===== src/rtl/spi_receiver.sv =====
// spi_receiver: SPI serial-to-parallel receiver with a one-entry valid/ready holding register.
// Define SPI_RX_OVR_EN to keep the unread word on overrun and expose a sticky ovr_o flag.
module spi_receiver #(
    parameter int DATA_W = 8
) (
    input  logic              clk_i,
    input  logic              rst_i,
    input  logic              en,
    input  logic              sample,
    input  logic              sdi,
    input  logic              lsbf,
    output logic [DATA_W-1:0] data_o,
    output logic              valid_o,
    input  logic              ready_i,
    output logic              busy_o
`ifdef SPI_RX_OVR_EN
    ,
    output logic              ovr_o,
    input  logic              ovr_clr_i
`endif
);
    localparam int CW = $clog2(DATA_W);
    typedef enum logic {IDLE, RECEIVE} state_t;
    state_t state, state_n;
    logic [CW-1:0] cnt, cnt_n;
    logic [DATA_W-1:0] shreg, shreg_n, shifted;
    logic lsbf_q, lsbf_n, done, load;
    always_comb begin
        shifted = lsbf_q ? {sdi, shreg[DATA_W-1:1]} : {shreg[DATA_W-2:0], sdi};
        state_n = state;
        cnt_n   = cnt;
        shreg_n = shreg;
        lsbf_n  = lsbf_q;
        done    = 1'b0;
        if (state == IDLE) begin
            if (en) begin
                state_n = RECEIVE;
                cnt_n   = '0;
                lsbf_n  = lsbf;
            end
        end else if (!en) begin
            state_n = IDLE;
            cnt_n   = '0;
        end else if (sample) begin
            shreg_n = shifted;
            done    = cnt == CW'(DATA_W - 1);
            cnt_n   = done ? '0 : cnt + 1'b1;
        end
    end
`ifdef SPI_RX_OVR_EN
    logic overrun;
    assign overrun = done & valid_o & ~ready_i;
    assign load    = done & ~overrun;
    always_ff @(posedge clk_i) begin
        if (rst_i) ovr_o <= 1'b0;
        else       ovr_o <= overrun | (ovr_o & ~ovr_clr_i);
    end
`else
    assign load = done;
`endif
    always_ff @(posedge clk_i) begin
        if (rst_i) begin
            state   <= IDLE;
            cnt     <= '0;
            shreg   <= '0;
            lsbf_q  <= 1'b0;
            data_o  <= '0;
            valid_o <= 1'b0;
        end else begin
            state   <= state_n;
            cnt     <= cnt_n;
            shreg   <= shreg_n;
            lsbf_q  <= lsbf_n;
            if (load) data_o <= shreg_n;
            valid_o <= load | (valid_o & ~ready_i);
        end
    end
    assign busy_o = (state == RECEIVE) && (cnt != '0);
endmodule


===== config.mk =====
export PLATFORM = sky130hd
export DESIGN_NAME = spi_receiver
export DESIGN_NICKNAME = d
export VERILOG_FILES = /design/src/rtl/spi_receiver.sv
export SDC_FILE = /design/constraint.sdc
export NUM_CORES = 1
export LEC_CHECK = 0
export CAP_MARGIN = 20
export CORE_AREA = 3 3 53 55
export CTS_CLUSTER_DIAMETER = 40
export DETAILED_ROUTE_END_ITERATION = 8
export DIE_AREA = 0 0 56 58
export HOLD_SLACK_MARGIN = 0.1
export PLACE_DENSITY_LB_ADDON = 0.25
export SLEW_MARGIN = 20
export SYNTH_ARGS = -nofsm -noshare
export SYNTH_HDL_FRONTEND = slang
export SYNTH_SLANG_ARGS = --single-unit

===== constraint.sdc =====
create_clock -name clk_i -period 1.4 [get_ports clk_i]
set_clock_uncertainty 0.05 [all_clocks]
set_input_delay 0.28 -clock clk_i [delete_from_list [all_inputs] [get_ports clk_i]]
set_output_delay 0.28 -clock clk_i [all_outputs]
set_load 0.05 [all_outputs]

==> reports/qor.csv, run 1 <==
metric;value;unit
status;finished, violations left;
worst path cell trace;buf_4, ha_4, ha_1, and4_4, clkbuf_16, nor2_2, a211oi_2;
first-pass GRT wire length;3070;microns
Yosys Warn Count;0;
Skew-Pair Late Insertion Delay;300;ps
Comb pwr share;9.4;%
sequential fraction of the synthesis area;46.68;%
WP buf/inv;2;
Die H;58;microns
Final Wtd Congestion;0.7782;
Nets;129;
Crit-path slowest cell;dfxtp_2;
post-DP HPWL;1170;microns
Port Buffers;16;
wire length on met1;875;microns
via/cell ratio;5.034;
1st-iter DRT viols;7;
io pins;17;
PnR worst setup slack;-76.80;ps
CP arrival;1660;ps
GRT overflow;0;
Mapped Area;943.4;sq um
post-synthesis register bit count;22;
ratio of cells with drive above 1 in the final layout;41.53;%
Worst-Margin Slew;282.2;ps
die area;3248;sq um
leakage power;0.0005025;uW
antenna cells;0;
Worst setup EP type;flip-flop;
Row Count;18;
net load switching power;241.6;uW
synthesized instance count;96;
via count;745;
final hold vios;0;
drt first pass iters;4;
CP required;1580;ps
syn_area_per_cell;9.827;sq um
fin util;59.36;%
CTS HTree Levels;1;
CTS sink count;22;
Die Wd;56;microns
Synth cell types;21;
Worst-path clk slew;110;ps
worst-path maximum fanout;4;
pin count of the biggest net entering global routing;23;
post-route clock period utilization;105.5;%
max incr delay on CP;350;ps
Setup TNS;-360.2;ps
root buffer cell;clkbuf_4;
family with the most delay on the worst path;flip-flops;
vias in the first global route;712;
Primary FF master, synth;dfxtp_1;
Pint;848.8;uW
WL met2;960;microns
global-route usage over all layers;11.69;%
max-cap violations;0;
Initial Utilization;38.79;%
WS Path Type;flip-flop to flip-flop;
failing checks;negative setup slack;
CTS tree;built;
power share of the clock group;31.4;%
Antenna Violating Nets Remaining;0;
minimum clock period;1477;ps
Post-synth EDFFs;0;
Achievable Freq;677.1;MHz
startpoint types;flip-flop;
ys async rst share;0;%
Residual DRC;0;
Inst Count DP;140;
Top Metal Used;met4;
maximum VDD drop;0.5273;mV
Pwr Density;755.2;nW/um^2
switching part of the total;22.16;%
wire per inst;12.92;microns
Synthesized Nets;106;
Core Region;2432;sq um
RSZ-0062 raised after global routing;yes;
fin cells;148;
WL met3;67;microns
CTS buffer count;3;
Hold Crit Class;flip-flop to flip-flop;
Layout Area Growth over Synthesis;53.05;%
max_slew headroom;80.65;%
Setup violations, final;9;
Slew Limit Fails;0;
final WL;1912;microns
initial antenna violation count;0;
Reg power frac;59.3;%
clk buf depth;2;
## worst register-to-register path, cell delays in order, from the launching register on
cell	delay (ps)
dfxtp_2	350
buf_4	130
ha_4	120
ha_1	120
and4_4	260
clkbuf_16	160
nor2_2	30
a211oi_2	180
## timing repair
| item | in CTS | in global routing |
|---|---|---|
| gates resized for setup | 8 | 16 |
| hold buffers | 0 | 0 |
| cloned | 0 | 2 |
| endpoints found under the setup margin | 2 | 10 |
| pin swaps | 2 | 6 |
| buffers inserted | 2 | 0 |
## layout make-up
type,instances,area [sq um]
Fill cell,210,988.4
Multi-Input combinational cell,63,511.7
Inverter,4,15.01
Sequential cell,22,442.9
Tap cell,30,37.54
Timing Repair Buffer,25,400.4
Clock buffer,4,36.28
## cells by family (layout without fill, tap and decap cells)
| kind of cell | after synthesis | count (layout) | synth area share [%] |
|---|---|---|---|
| flip-flops | 22 | 22 | 46.68 |
| AO/OA/AOI/OAI | 24 | 24 | 17.77 |
| AND/OR/NAND/NOR | 27 | 27 | 13.40 |
| multiplexers | 9 | 9 | 9.549 |
| buffers and inverters | 11 | 33 | 8.620 |
| adder cells (fa/ha/maj) | 3 | 3 | 3.979 |
## worst paths after layout
path | from | cells after the start | end | slack, ps
max | cnt[0] | 7 | data_o[7] | -80
min | shreg[7] | 2 | shreg[7] | 460
min reg2reg | shreg[7] | 2 | shreg[7] | 460
max reg2reg | cnt[0] | 7 | data_o[7] | -80
## synthesized netlist by cell type (2+ instances only)
master,count,area share [%]
nand2_1,3,1.2
dfxtp_1,22,47
nor2_1,18,7.2
buf_6,3,3.6
a211oi_1,15,12
ha_1,3,4.0
o21ai_0,3,1.6
a21oi_1,4,2.1
inv_1,4,1.6
mux2i_1,9,9.5
clkbuf_1,2,0.80
## power groups by stage
stage / sequential [uW] / clock, uW / combinational (uW)
2_1_floorplan: 657 / 0 / 55.0
3_3_place_gp: 659 / 0 / 92.2
3_5_place_dp: 660 / 0 / 94.0
4_1_cts: 646 / 360 / 96.9
5_1_grt: 649 / 376 / 114
6_report: 646 / 342 / 102
## layer usage
metal | global-route usage (%) | vias to the layer above
met1 | 15.06 | 352
met5 | 0 | -
li1 | - | 380
met3 | 4.009 | 2
met4 | 3.051 | 0
met2 | 18.86 | 11
## cell usage in the layout (no fill, tap or decap), types with 2 or more instances in the layout
| master | instances |
|---|---|
| clkbuf_4 | 3 |
| buf_4 | 4 |
| o21ai_0 | 3 |
| inv_1 | 2 |
| nor2_1 | 13 |
| a211oi_1 | 8 |
| nand2_1 | 3 |
| clkbuf_16 | 2 |
| a21oi_1 | 3 |
| dfxtp_1 | 20 |
| dfxtp_2 | 2 |
| a211oi_2 | 8 |
| mux2i_1 | 9 |
| clkdlybuf4s50_1 | 6 |
| ha_4 | 2 |
| buf_12 | 13 |
| nor2_2 | 6 |
| inv_2 | 2 |
## through the flow
stage | total power, uW | hold WS [ps] | setup WS [ps] | instance area (sq um)
after floorplan | 712.4 | 301.6 | 23.52 | 947.2
after CTS | 1103 | 465.6 | -111.4 | 1328
after global routing | 1139 | 505.2 | -143.0 | 1444
final | 1090 | 457.8 | -76.80 | 1444
after detailed placement | 753.8 | 449.0 | -166.3 | 1254
after global placement | 751.7 | 432.8 | -148.1 | 1254
## flip-flops by register name, indices dropped and copies added (netlist names)
signal	flops
state	1
cnt	3
valid_o	1
shreg	8
data_o	8
lsbf_q	1
No activity file was read; power rests on OpenSTA's default activity.
==> run 2: changes to the inputs <==
CORE_AREA = 3 3 45 87   (was 3 3 53 55)
DIE_AREA = 0 0 48 90   (was 0 0 56 58)
GPL_ROUTABILITY_DRIVEN = 0   (was default)
==> run 2 against run 1 <==
The run still ends with negative setup slack left; die area rose by 33%; setup slack improved by 33 ps; critical path type is now flip-flop to primary output; sequential power about the same; via count up 2.0%; worst hold slack gained 1.6 ps.
==> reports/qor.csv, run 2 (synthesis results as in run 1) <==
metric;value;unit;change
Setup violations, final;4;;-5
minimum clock period;1444;ps;-32.82 ps
Slew Limit Fails;0;;unchanged
Initial Utilization;28.89;%;-9.9 points
Core Region;3266;sq um;+34%
Hold Path Stages;2;;unchanged
1st-iter DRT viols;5;;-2
FF/Latch Area;445.4;sq um;+0.56%
ratio of cells with drive above 1 in the final layout;41.38;%;-0.15 points
PnR worst setup slack;-43.98;ps;+32.82 ps
fill cell instance count of the final layout;327;;+56%
clk buf depth;2;;unchanged
via count;760;;+2.0%
post-route clock period utilization;103.1;%;-2.3 points
CTS Hold Bufs;0;;unchanged
via/cell ratio;5.170;;+2.7%
global-route usage over all layers;9.989;%;-1.7 points
Top Metal Used;met4;;
drt first pass iters;4;;unchanged
status;finished, violations left;;
Setup TNS;-56.44;ps;+303.8 ps
Worst setup EP type;primary output;;
Row Count;29;;+11
commonest non-fill, non-tap cells in the layout;dfxtp_1, buf_12, nor2_1;;
Die Wd;48;microns;-14%
Residual DRC;0;;unchanged
area of the multi-input gates;531.8;sq um;+3.9%
WS Path Type;flip-flop to primary output;;
CP arrival;1110;ps;-550 ps
Hold Slack;459.4;ps;+1.578 ps
Antenna Violating Nets Remaining;0;;unchanged
maximum VDD drop;0.4712;mV;-11%
CTS tree;built;;
Skew-Pair Late Insertion Delay;260;ps;-40 ps
Worst-path clk slew;80;ps;-30 ps
antenna cells;0;;unchanged
top flop regs;data_o (8), shreg (8), cnt (3);;
GRT overflow;0;;unchanged
RSZ-0062 raised after global routing;yes;;
CTS buffer count;3;;unchanged
Nets;128;;-0.78%
vias in the first global route;714;;+0.28%
die area;4320;sq um;+33%
Worst-Margin Slew;280.1;ps;-2.129 ps
root buffer cell;clkbuf_8;;
Port Buffers;16;;unchanged
Die H;90;microns;+55%
Pwr Density;767.9;nW/um^2;+1.7%
first-pass GRT wire length;3132;microns;+2.0%
commonest non-fill, non-tap cell in the layout;dfxtp_1;;
worst-path maximum fanout;3;;-1
final WL;2074;microns;+8.5%
failing checks;negative setup slack;;
WL met2;1188;microns;+24%
depth of the worst register-to-register path;7;;unchanged
io pins;17;;unchanged
CP required;1070;ps;-510 ps
max_slew headroom;80.79;%;+0.15 points
Achievable Freq;692.5;MHz;+2.3%
leakage power;0.0005032;uW;+0.14%
pin count of the biggest net entering global routing;23;;unchanged
wire per inst;14.11;microns;+9.2%
Layout Area Growth over Synthesis;55.70;%;
WL met3;36;microns;-46%
max-cap violations;0;;unchanged
post-DP HPWL;1346;microns;+15%
startpoint types;flip-flop;;
wire length on met1;798;microns;-8.8%
CTS HTree Levels;1;;unchanged
final hold vios;0;;unchanged
CTS sink count;22;;unchanged
initial antenna violation count;0;;unchanged
Hold Crit Class;flip-flop to flip-flop;;
-- run 2: changes by cell type in the layout (fill, tap and decap cells not counted), moves of 2 or more --
cell and delta:
buf_4 -2, clkbuf_4 -3, clkbuf_8 +2, nor2_4 +2
-- run 2: timing repair --
action | CTS | global route
setup buffers | 1 | 0
endpoints found under the setup margin | 1 | 10
resized for setup | 10 | 19
gates cloned | 0 | 2
pin swaps | 2 | 8
-- run 2: cell type report --
class                           count  area share (%)
Multi-Input combinational cell     63           36.20
Timing Repair Buffer               24           27.00
Inverter                            4           1.022
Clock buffer                        3           2.811
Tap cell                           31           2.641
Sequential cell                    22           30.32
-- run 2: per-layer routing --
| layer | global-route usage (%) | up-vias |
|---|---|---|
| met5 | 0 | - |
| met3 | 1.200 | 4 |
| met2 | 16.04 | 9 |
| met4 | 7.640 | 0 |
| li1 | - | 376 |
| met1 | 10.75 | 371 |
-- run 2: worst max-delay path, stage by stage (launching register included) --
cell and delay (ps):
dfxtp_4 370, inv_2 50, ha_4 160, a21boi_4 140, buf_12 150
-- run 2: per-stage QoR --
| step | total power, uW | worst slack, ps | utilization, % | cells | area [sq um] |
|---|---|---|---|---|---|
| 6_report | 1128 | -43.98 | 44.98 | 147 | 1469 |
| 5_1_grt | 1167 | -69.01 | 44.98 | 147 | 1469 |
| 4_1_cts | 1142 | -49.46 | 41.07 | 145 | 1341 |
| 3_5_place_dp | 755.3 | -217.6 | 38.43 | 141 | 1255 |
| 3_3_place_gp | 753.2 | -179.1 | 38.43 | 141 | 1255 |
| 2_1_floorplan | 712.4 | 23.52 | - | 96 | 947.2 |
-- run 2: worst paths after layout --
check / start / slack, ps / endpoint
worst min-delay path: shreg[0] / 460 / shreg[0]
worst min register to register: shreg[0] / 460 / shreg[0]
worst max-delay path: cnt[1] / -40 / busy_o
worst max register to register: cnt[0] / -10 / data_o[0]
-- run 2: where the power goes --
part	total [uW]	switching, uW	leakage, uW	internal (uW)
clock	382	190	0.0000216	192
sequential	644	8.80	0.000179	635
combinational	102	49.5	0.000302	52.7
==> edit 1: new RTL, config.mk and constraints of run 1 <==
`shreg` no longer has a reset.
--- a/src/rtl/spi_receiver.sv
+++ b/src/rtl/spi_receiver.sv
@@ -62,19 +62,21 @@
         if (rst_i) begin
             state   <= IDLE;
             cnt     <= '0;
-            shreg   <= '0;
             lsbf_q  <= 1'b0;
             data_o  <= '0;
             valid_o <= 1'b0;
         end else begin
             state   <= state_n;
             cnt     <= cnt_n;
-            shreg   <= shreg_n;
             lsbf_q  <= lsbf_n;
             if (load) data_o <= shreg_n;
             valid_o <= load | (valid_o & ~ready_i);
         end
     end
+
+    always_ff @(posedge clk_i) begin
+        shreg <= shreg_n;
+    end
     assign busy_o = (state == RECEIVE) && (cnt != '0);
 endmodule
 
Check against the original RTL: no difference found for any inputs over 10 cycles, from zero or initial values and one cycle with rst_i high; that may be too few to reach the edited logic, so the function may still have changed.
==> edit 1 against run 1 <==
  * Wire length grew 7.3%
  * Largest power group unchanged
  * Sequential cell count did not move
  * Cell area fell by 1.3%
  * Total power grew 2.3%
  * Area after synthesis shrank 4.0%
  * The run still ends with negative setup slack left
  * Die area did not move
  * Synthesized cell count fell by 1.0%
  * Clock power down 18%
  * Worst setup slack got worse by 0.0043 ns
==> edit 1: results (changes against run 1) <==
HPWL Detailed: 1345 um (+15%)
Distinct cells, synth: 22 (+4.8%)
Arithmetic-cell share of the synthesized area counting full adders, half adders and majority gates: 0.04144 (+0.001649)
Synthesized area per cell: 9.535 um2 (-3.0%)
Run status: complete, but fails checks
Via count normalized by instance count: 5.074 (+0.80%)
WHS Endpoint: shreg[0]
Net count reported at finish: 131 (+1.6%)
Compound-cell area share of the yosys netlist: 0.1630 (-0.01474)
Met1 wire length: 892 um (+1.9%)
Startpoint of the most critical hold path: shreg[0]
Final setup viols: 9 (unchanged)
Top post-synthesis cells by area: dfxtp_1, mux2i_1, o21ai_0
Sw Ratio: 0.2518 (+0.03024)
Slew @ Worst Pin: 0.3060 ns (+0.02378 ns)
Post-CTS setup buffers: 1 (-1)
Count of instances resized after the clock tree is built: 17 (+9)
Maximum number of pins on one net before global-route repair: 18 (-22%)
Global-route met2 utilization: 0.1987 (+0.01002)
Startpoint of the worst setup timing path: cnt[1]
Gate power share: 0.129 (+0.035)
Net Count, Synth: 105 (-0.94%)
Smallest setup slack after layout: -0.08114 ns (-0.004339 ns)
Violated checks: negative setup slack
DR WL/cell: 13.77 um (+6.5%)
[edit 1: per-stage QoR]
| step | instance area (um2) | hold WS (ns) | power [mW] | setup TNS (ns) | setup WS (ns) |
|---|---|---|---|---|---|
| 2_1_floorplan | 914.6 | 0.2946 | 0.7745 | 0 | 0.02352 |
| 3_3_place_gp | 1239 | 0.3883 | 0.8295 | -1.574 | -0.1622 |
| 3_5_place_dp | 1239 | 0.4027 | 0.8340 | -1.928 | -0.1638 |
| 4_1_cts | 1328 | 0.4307 | 1.131 | -0.8775 | -0.1240 |
| 5_1_grt | 1425 | 0.4656 | 1.171 | -1.084 | -0.1478 |
| 6_report | 1425 | 0.4215 | 1.115 | -0.5141 | -0.08114 |
[edit 1: cell type report]
type / instances / area [um2]
fillers: 217 / 1007
multi-input cells: 64 / 511.7
flip-flops and latches: 22 / 442.9
repair buffers: 26 / 395.4
well taps: 30 / 37.54
clock buffers: 3 / 22.52
inverters: 4 / 15.01
==> edit 2: new RTL, flow settings as in run 1 <==
Without the edit above. Change the parameter `DATA_W` from 8 to 4.
--- a/src/rtl/spi_receiver.sv
+++ b/src/rtl/spi_receiver.sv
@@ -1,7 +1,7 @@
 // spi_receiver: SPI serial-to-parallel receiver with a one-entry valid/ready holding register.
 // Define SPI_RX_OVR_EN to keep the unread word on overrun and expose a sticky ovr_o flag.
 module spi_receiver #(
-    parameter int DATA_W = 8
+    parameter int DATA_W = 4
 ) (
     input  logic              clk_i,
     input  logic              rst_i,
Interface: changed (resized data_o); port bits go from 17 to 13. No check against the original RTL was run, so the function may have changed too.
==> edit 2 against run 1 <==
  * Critical endpoint is now busy_o
  * Wire length shrank 40%
  * Sequential cell count shrank 9
  * Largest cell class unchanged
  * Hold slack lost 0.0068 ns
  * Total power shrank 37%
  * Area after synthesis shrank 38%
  * Cell area shrank 38%
  * Worst setup slack gained 0.083 ns
  * Core utilization shrank 22 points
  * Critical path depth shrank 3
==> edit 2: results (changes against run 1) <==
Worst-case reg-to-reg path depth: 6 (-1)
Switch Pwr: 0.1562 mW (-35%)
Vias in the first global route: 448 (-37%)
WHS Endpoint: shreg[3]
Top fanout value on the critical path: 2 (-2)
Crit path kind: register to primary output
Startpoint of the most critical hold path: shreg[3]
Number of violations reported at the end of detailed-routing iteration 0: 10 (+3)
Critical Path AT: 1.06 ns (-0.60 ns)
Share of cells above drive strength 1: 0.3797 (-0.03551)
Distinct cells, synth: 19 (-9.5%)
Top post-synthesis cells by area: dfxtp_1, a211oi_2, mux2i_1
Cell count after placement: 103 (-26%)
Clock network fraction of total power: 0.335 (+0.021)
Number of fill cells in the layout: 253 (+20%)
First-pass GRT wire length: 2014 um (-34%)
Maximum number of pins on one net before global-route repair: 14 (-39%)
Setup slack on the worst flop-to-flop path: 0.04 ns (+0.12 ns)
Relative slew slack: 0.8147 (+0.008205)
Run status: complete, no violations
Pre-CTS setup slack: -0.1570 ns (+0.009287 ns)
Final estimated routing congestion in global placement: 0.6476 (-17%)
Commonest cells post-synth: dfxtp_1, nor2_1, mux2i_1
Gate power share: 0.102 (+0.008)
Synthesized area per cell: 9.822 um2 (about the same)
Clock insertion delay at the later pin of the skew report: 0.27 ns (-0.03 ns)
Count of instances resized after the clock tree is built: 7 (-1)
Smallest setup slack after layout: 0.006571 ns (+0.08337 ns)
[edit 2: changes by cell type after synthesis, sizes merged]
| cell | delta |
|---|---|
| buf | -1 |
| a21boi | -1 |
| clkbuf | -2 |
| nand2 | -1 |
| o21ai | -1 |
| a21oi | -1 |
| a211oi | -8 |
| nor2b | +1 |
| ha | -1 |
| dfxtp | -9 |
| mux2i | -4 |
| nor2 | -7 |
| inv | -1 |
[edit 2: logic make-up (layout without fill, tap and decap cells)]
logic type                 count (synthesis)  count (layout)  share of synthesized area
AOI/OAI and AO/OA                         13              13                     0.1783
adders and majority gates                  2               2                    0.04246
buffers and inverters                      7              26                    0.07217
DFF                                       13              13                     0.4416
muxes                                      5               5                    0.08493
and+or+nand+nor                           20              20                     0.1805
[edit 2: tightest hold or removal path: cells and delay by family, from the launching register on]
kind	cells	cell delay, ns
flip-flops	1	0.31
AND/OR/NAND/NOR	1	0.10
AO/OA/AOI/OAI	1	0.05
[edit 2: layout make-up]
class / count / area share
Sequential cell: 13 / 0.2913
Inverter: 3 / 0.01248
Multi-Input combinational cell: 40 / 0.3398
Timing Repair Buffer: 19 / 0.2857
Tap cell: 30 / 0.04161
Clock buffer: 4 / 0.02913
[edit 2: metal layers]
metal  routed length (um)  track usage  vias to the layer above  part of all wire
met5                    0            0                        -                 0
met4                   15      0.06102                        0             0.013
met1                  554       0.1088                      202              0.48
met3                   79      0.03118                        2             0.069
li1                     -            -                      245                 -
met2                  501       0.1102                        8              0.44
[edit 2: per-stage QoR]
| stage | area [um2] | hold WS (ns) |
|---|---|---|
| finish | 902.1 | 0.4510 |
| global placement | 840.8 | 0.4330 |
| detailed placement | 840.8 | 0.4420 |
| global route | 902.1 | 0.4891 |
| CTS | 902.1 | 0.4536 |
| floorplan | 591.8 | 0.2946 |
